File: src/rtl/quant_driver.sv
// Issuing-side sequencer for the quant requantizer: feeds operands from a
// per-channel parameter table, collects int8 results and packs them four per word.
module quant_driver #(
    parameter int N_CH    = 8,
    parameter int TIMEOUT = 8
) (
    input  logic                    clk,
    input  logic                    rst_n,
    input  logic                    cfg_we,
    input  logic [$clog2(N_CH)-1:0] cfg_addr,
    input  logic [31:0]             cfg_bias,
    input  logic [31:0]             cfg_mult,
    input  logic [31:0]             cfg_shift,
    input  logic                    ch_clear,
    input  logic                    flush,
    input  logic                    in_valid,
    output logic                    in_ready,
    input  logic [31:0]             in_acc,
    output logic                    q_start,
    output logic [31:0]             q_acc,
    output logic [31:0]             q_bias,
    output logic [31:0]             q_mult,
    output logic [31:0]             q_shift,
    input  logic                    q_ret_valid,
    input  logic [31:0]             q_ret,
    output logic                    out_valid,
    input  logic                    out_ready,
    output logic [31:0]             out_data,
    output logic [2:0]              out_lanes,
    output logic                    err
);

    localparam int CW = $clog2(N_CH);
    localparam int TW = $clog2(TIMEOUT + 1);

    typedef enum logic [2:0] {GUARD, IDLE, ISSUE, WAIT_RISE, WAIT_FALL} state_t;

    state_t       state;
    logic [2:0]   guard_cnt;
    logic [TW-1:0] tcnt;
    logic [CW-1:0] ch;
    logic [2:0]   lane_cnt;
    logic         flush_pend;

    logic [31:0] bias_tab  [N_CH];
    logic [31:0] mult_tab  [N_CH];
    logic [31:0] shift_tab [N_CH];

    logic          idle_now, flush_fire, accept, out_fire;
    logic          capture, timeout, lane_wr;
    logic [7:0]    lane_byte;
    logic [CW-1:0] ch_sel;
    logic [31:0]   next_data;
    logic [2:0]    next_cnt;
    logic          next_valid;
    logic          ret_unused;

    assign ret_unused = ^q_ret[31:8];

    // Table is deliberately not reset; a same-cycle read sees the old entry.
    always_ff @(posedge clk) begin
        if (cfg_we) begin
            bias_tab[cfg_addr]  <= cfg_bias;
            mult_tab[cfg_addr]  <= cfg_mult;
            shift_tab[cfg_addr] <= cfg_shift;
        end
    end

    // WAIT_FALL with ret_valid low behaves as IDLE so an element takes 7 cycles.
    always_comb begin
        idle_now   = (state == IDLE) || (state == WAIT_FALL && !q_ret_valid);
        flush_fire = idle_now && (flush || flush_pend) && (lane_cnt != 3'd0) && !out_valid;
        in_ready   = idle_now && !(out_valid && lane_cnt == 3'd4) && !flush_fire;
        accept     = in_valid && in_ready;
        out_fire   = out_valid && out_ready;
        ch_sel     = ch_clear ? '0 : ch;
        q_start    = (state == ISSUE);
        out_lanes  = lane_cnt;
        capture    = (state == WAIT_RISE) && q_ret_valid;
        timeout    = (state == WAIT_RISE) && !q_ret_valid && (tcnt == TW'(TIMEOUT - 2));
        lane_wr    = capture || timeout;
        lane_byte  = capture ? q_ret[7:0] : 8'h00;
    end

    always_comb begin
        next_data  = out_fire ? 32'd0 : out_data;
        next_cnt   = out_fire ? 3'd0 : lane_cnt;
        next_valid = out_fire ? 1'b0 : out_valid;
        if (lane_wr) begin
            next_data[{next_cnt[1:0], 3'b000} +: 8] = lane_byte;
            next_cnt = next_cnt + 3'd1;
            if (next_cnt == 3'd4)
                next_valid = 1'b1;
        end else if (flush_fire) begin
            next_valid = 1'b1;
        end
    end

    always_ff @(posedge clk or negedge rst_n) begin
        if (!rst_n) begin
            state      <= GUARD;
            guard_cnt  <= '0;
            tcnt       <= '0;
            ch         <= '0;
            lane_cnt   <= '0;
            flush_pend <= 1'b0;
            q_acc      <= '0;
            q_bias     <= '0;
            q_mult     <= '0;
            q_shift    <= '0;
            out_valid  <= 1'b0;
            out_data   <= '0;
            err        <= 1'b0;
        end else begin
            out_data  <= next_data;
            lane_cnt  <= next_cnt;
            out_valid <= next_valid;

            if (ch_clear)
                ch <= accept ? CW'(1) : '0;
            else if (accept)
                ch <= ch + CW'(1);

            if (idle_now)
                flush_pend <= 1'b0;
            else if (flush)
                flush_pend <= 1'b1;

            case (state)
                // quant has no reset and may still be finishing an old sequence.
                GUARD: begin
                    if (guard_cnt == 3'd5)
                        state <= IDLE;
                    else
                        guard_cnt <= guard_cnt + 3'd1;
                end
                IDLE, WAIT_FALL: begin
                    if (accept) begin
                        q_acc   <= in_acc;
                        q_bias  <= bias_tab[ch_sel];
                        q_mult  <= mult_tab[ch_sel];
                        q_shift <= shift_tab[ch_sel];
                        state   <= ISSUE;
                    end else if (idle_now) begin
                        state <= IDLE;
                    end
                end
                ISSUE: begin
                    tcnt  <= '0;
                    state <= WAIT_RISE;
                end
                WAIT_RISE: begin
                    if (capture) begin
                        state <= WAIT_FALL;
                    end else if (timeout) begin
                        err   <= 1'b1;
                        state <= WAIT_FALL;
                    end else begin
                        tcnt <= tcnt + TW'(1);
                    end
                end
                default: state <= GUARD;
            endcase
        end
    end

endmodule

File: config.mk
export PLATFORM = sky130hd
export DESIGN_NAME = quant_driver
export DESIGN_NICKNAME = d
export VERILOG_FILES = /design/src/rtl/quant_driver.sv
export SDC_FILE = /design/constraint.sdc
export NUM_CORES = 1
export LEC_CHECK = 0
export CAP_MARGIN = 20
export CORE_UTILIZATION = 35
export CTS_BUF_LIST = sky130_fd_sc_hd__clkbuf_16
export CTS_CLUSTER_DIAMETER = 150
export DETAILED_ROUTE_END_ITERATION = 7
export PLACE_DENSITY_LB_ADDON = 0.25
export SYNTH_ARGS = -nofsm -noshare
export SYNTH_HDL_FRONTEND = slang
export SYNTH_SLANG_ARGS = --single-unit
File: constraint.sdc
create_clock -name clk -period 2.7 [get_ports clk]
set_input_delay 0.54 -clock clk [delete_from_list [all_inputs] [get_ports clk]]
set_output_delay 0.54 -clock clk [all_outputs]
set_load 0.05 [all_outputs]
Yosys cells after proc, flatten, opt, wreduce, memory -nomap -nowiden
Memory sizes are Yosys's and may differ from the RTL's. A register that Yosys moved wholly into a read port is not among the register bits. Index checks and enable logic that the tools add are counted.

Bits in registers: 83. Bits in latches: 0. Memory bits (writable): 768. ROM bits: 0. Input port bits: 171. Output and inout bits: 167. Memories kept: 3.

Memories: bias_tab (words 8, width 32, rd ports 1, clocked after Yosys merged registers in 1, wr ports 1, line 45) `logic [31:0] bias_tab [N_CH];`; mult_tab (words 8, width 32, rd ports 1, clocked after Yosys merged registers in 1, wr ports 1, line 46) `logic [31:0] mult_tab [N_CH];`; shift_tab (words 8, width 32, rd ports 1, clocked after Yosys merged registers in 1, wr ports 1, line 47) `logic [31:0] shift_tab [N_CH];`.

$add $sub $neg: 5. Multipliers: 0. Div/mod/pow operators: 0. Order comparisons: 0. Equal/unequal tests: 13. Shift-type cells: 2. Mux-type cells: 27. Bitwise logic cells: 2. Reductions and logical operators: 33.

Operator list (number): 2-to-1 mux 32 bit (2); bitwise mux 32 bit (1); variable shift 8 x 7 -> 32 bit (first input constant) (1); variable part select 8 x 7 -> 32 bit (1); 2-to-1 mux 3 bit (10); == test 3 bit (second input constant) (4); logical AND 1 bit (12); one-hot mux 3 bit (4 select lines) (1); adder 3 x 1 -> 3 bit (second input constant) (3); 2-to-1 mux 1 bit (9); AND reduction 3 bit (3); 2-to-1 mux 4 bit (2); 2-to-1 mux 8 bit (1); one-hot mux 4 bit (2 select lines) (1); logical NOT 1 bit (7); negation 5 -> 7 bit (1); == test 3 x 2 -> 1 bit (second input constant) (2); inequality test 2 bit (second input constant) (3); inequality test 3 bit (second input constant) (2); nonzero test 2 bit (3); adder 4 x 1 -> 4 bit (second input constant) (1); == test 4 x 3 -> 1 bit (second input constant) (1); AND reduction 2 bit (2); == test 3 x 1 -> 1 bit (second input constant) (1); 5 further kinds (8).

Longest topological paths before layout
Gate-level depths: netlist of run 1.

Depth after elaboration: 11. Gate-level depth with buffers: 9. Gate-level depth less buffers: 7.

Least setup slack after synthesis of run 1
No wires, ideal clock.

Path type: input to register. Start point: input port cfg_addr[1]. End point: memory bias_tab[0][0] (enable). Setup time: 0.670 ns. Arrival time: 7.215 ns. Path slack: -5.184 ns. Stages on the path: 2. Buffers on the path: 0. Cell sequence: nand2b_1 -> nor3_1.

RTL lines: start: declaration (line 10) `input logic [$clog2(N_CH)-1:0] cfg_addr,`; end: declaration (line 45).

Straight into the memory's write port.

Final worst setup path of run 1
Start point: register out_valid. End point: output port out_valid.

RTL lines: start: declaration (line 26) `output logic out_valid,`; start signal: assignment (line 117) `out_valid <= next_valid;`.

No word-level cell between the ends.

==> results of run 1 <==
worst reg2reg max path, cell delays in order (launching register included):
cell	delay, ps
dfrtp_4	520
nor2b_4	240
buf_12	270
buf_12	310
a211oi_1	110
o31ai_1	480
mux2_2	250
state kept, by name, summed over array words and instances (netlist names):
signal,flops
bias_tab,256
mult_tab,256
shift_tab,256
out_data,32
q_acc,32
q_bias,32
q_mult,32
q_shift,32
tcnt,4
ch,3
guard_cnt,3
out_lanes,3
state,3
err,1
flush_pend,1
out_valid,1
how the worst min path moves through the flow:
stage	startpoint	to
floorplan	rst_n	ch[0]
global placement	guard_cnt[2]	guard_cnt[2]
detailed placement	out_data[11]	out_data[11]
CTS	rst_n	out_data[2]
global route	rst_n	out_data[2]
finish	rst_n	out_data[6]
through the flow:
step	util	worst slack, ps
2_1_floorplan	-	-965
3_5_place_dp	0.413	59.5
5_1_grt	0.444	-9.35
6_report	0.444	111
4_1_cts	0.444	28.9
3_3_place_gp	0.413	104
cell type report:
class	count	share of cell area
Multi-Input combinational cell	954	0.191
Clock buffer	104	0.0563
Antenna cell	2	0.000108
Clock inverter	91	0.0130
Timing Repair Buffer	427	0.106
Inverter	14	0.00114
Tap cell	1380	0.0373
Sequential cell	947	0.596
repair_timing:
action,CTS,global route
buffers inserted,0,1
pin swaps,0,1
hold buffers,1,0
endpoints found under the hold margin,53,0
gates resized for setup,3,3
setup endpoints to repair,1,1
layer usage:
layer / vias up / wire [microns] / GRT usage
met5: - / 196 / 0
met4: 26 / 1550 / 0.0437
met3: 126 / 5560 / 0.0445
met2: 472 / 47300 / 0.304
met1: 10639 / 39300 / 0.221
li1: 9031 / - / -
cell families (layout without fill, tap and decap cells):
group                      after synthesis  count (layout)  share of synthesized area
adders and majority gates               12              12                    0.00407
other                                    0               2                          0
AOI/OAI and AO/OA                      348             348                     0.0713
buffers and inverters                  157             636                     0.0197
and+or+nand+nor                        361             361                     0.0591
xor gates and xnor gates                 4               4                   0.000949
DFF                                    947             947                      0.746
muxes                                  229             229                     0.0990
cell usage after synthesis (2+ instances only):
cell type  instances
edfxtp_1         768
a211oi_1         193
dfrtp_1          179
nand2_1          114
mux2_2           111
o31ai_1          105
and3b_1           98
nor2b_1           98
mux4_2            96
clkbuf_1          79
buf_2             25
buf_1             22
mux2_1            20
o2bb2ai_1         16
nand3_1           15
inv_1             14
nor2_1            14
ha_1              12
buf_6             11
o22ai_1            8
buf_4              6
nand2b_1           6
nor3_1             6
a22o_1             4
nand3b_1           4
o21ai_0            4
a21oi_1            3
a2111oi_1          2
a21bo_2            2
a21boi_1           2
a31o_2             2
mux2i_1            2
nor4_1             2
xnor2_1            2
xor2_1             2
where the power goes:
part / total, mW / switching [mW] / internal (mW)
logic: 11.6 / 7.16 / 4.43
registers: 18.2 / 0.846 / 17.3
clock network: 13.2 / 5.71 / 7.50
total: 43.0 / 13.7 / 29.3
==> results.ini, run 1 <==
[clock_tree]
htreeDepth=3
clkTransAtPathRegs_ps=60
clockBufferDepth=3
cts_tree=done
cts_buffers=103
cts-root-buf=clkbuf_16
clk_latency_ps=680
clock_sinks=947

[die]
initial_core_util=0.355
rows=118
ioPinCount=338
die_w_microns=327
die_h_microns=327
die_area_sq_um=107000
core_sq_um=104000

[setup_path]
rr_worst_depth=6
path_delay_family=buffers and inverters
end_kind=primary output
worstReg2RegStart=ch[2]
cp_slowest_stage_delay_ps=880
critPathLaunch=out_valid
critical_path_arrival_ps=2050
crit_cells=1
worstReg2RegEnd=q_shift[18]
cp_num_buf_inv=1
critPathKind=reg -> out
r2r_slack_ps=450
path_cells=clkdlybuf4s50_1
crit_required_ps=2160
cp-endpoint=out_valid
start_kind=register
worst_path_max_delay_cell=clkdlybuf4s50_1
path_max_fanout=8

[power_and_ir_drop]
finalPower_mw=43.0
p_leak_nw=15.7
peakVddDrop_v=0.000802
power.density_nw_per_um2=929

[yosys]
yosys.area.top_type=edfxtp_1
seq_area_frac_synth=0.746
postSynthNetCount=2241
synthCells=2058
synth_flop_cell=edfxtp_1
yosys_warnings=0
syn_avg_cell_area_sq_um=17.9
async_reset_ff_frac=0.189
ys_seq_elements=947
synth_edf_count=768
synthTopCellsByArea=edfxtp_1 62%, dfrtp_1 12%, mux4_2 5.9%
yosysTopAreaCellShare=0.625
synth.cell_area_sq_um=36900
ys_types=46

[place]
place.gp.congestion=0.810
postPlaceCellArea_sq_um=43000
dp.cells=3720
io_buffers=313
dpl.hpwl_microns=55600

[routing]
drt_pass1_iterations=7
ant_nets=0
wl_per_cell_microns=24.0
dr.first_iter.drc_count=1405
routed_wl_microns=93900
drc=0
vias=20294
routed_via_density=5.18

[sta]
max_slew_margin=0.525
fin_hold_ws_ps=430
worst_pin_slew_ps=711
final_max_slew_viol_count=0
fmax_ghz=0.386
finClkSkew_ps=29.8
setup_viol=0
tns_ps=0
finalHoldViolCount=0
post-route-min-period_ps=2590
period_share=0.959

[grt]
first_global_vias=21306
grt_max_degree=69
grt_overflow=0
grt_antenna_before_repair=17
grt_pass1_wl_microns=139000
grt_usage=0.176

[finish]
nets=2630
stdcell_count=3919
mostFrequentLayoutCells=768 x edfxtp_1, 309 x clkdlybuf4s50_1, 193 x a211oi_1
fin_area_sq_um=46300
area_growth_syn_to_layout_pct=25.3
drive_gt1_frac=0.196
multi_input_comb_area_sq_um=8820
n_fill_cell=8937
regArea_sq_um=27600
layout_commonest_cell=edfxtp_1

[hold_path]
min_path_type=in -> async

[status]
status=complete, no violations

[flow_run]
cap_violations=0

(Power assumes the default switching activity.)
==> run 2, diff against run 1 <==
SLEW_MARGIN = 10   (was not set)
==> results of run 2 <==
Final layout, timing and power as in run 1 (identical DEF).
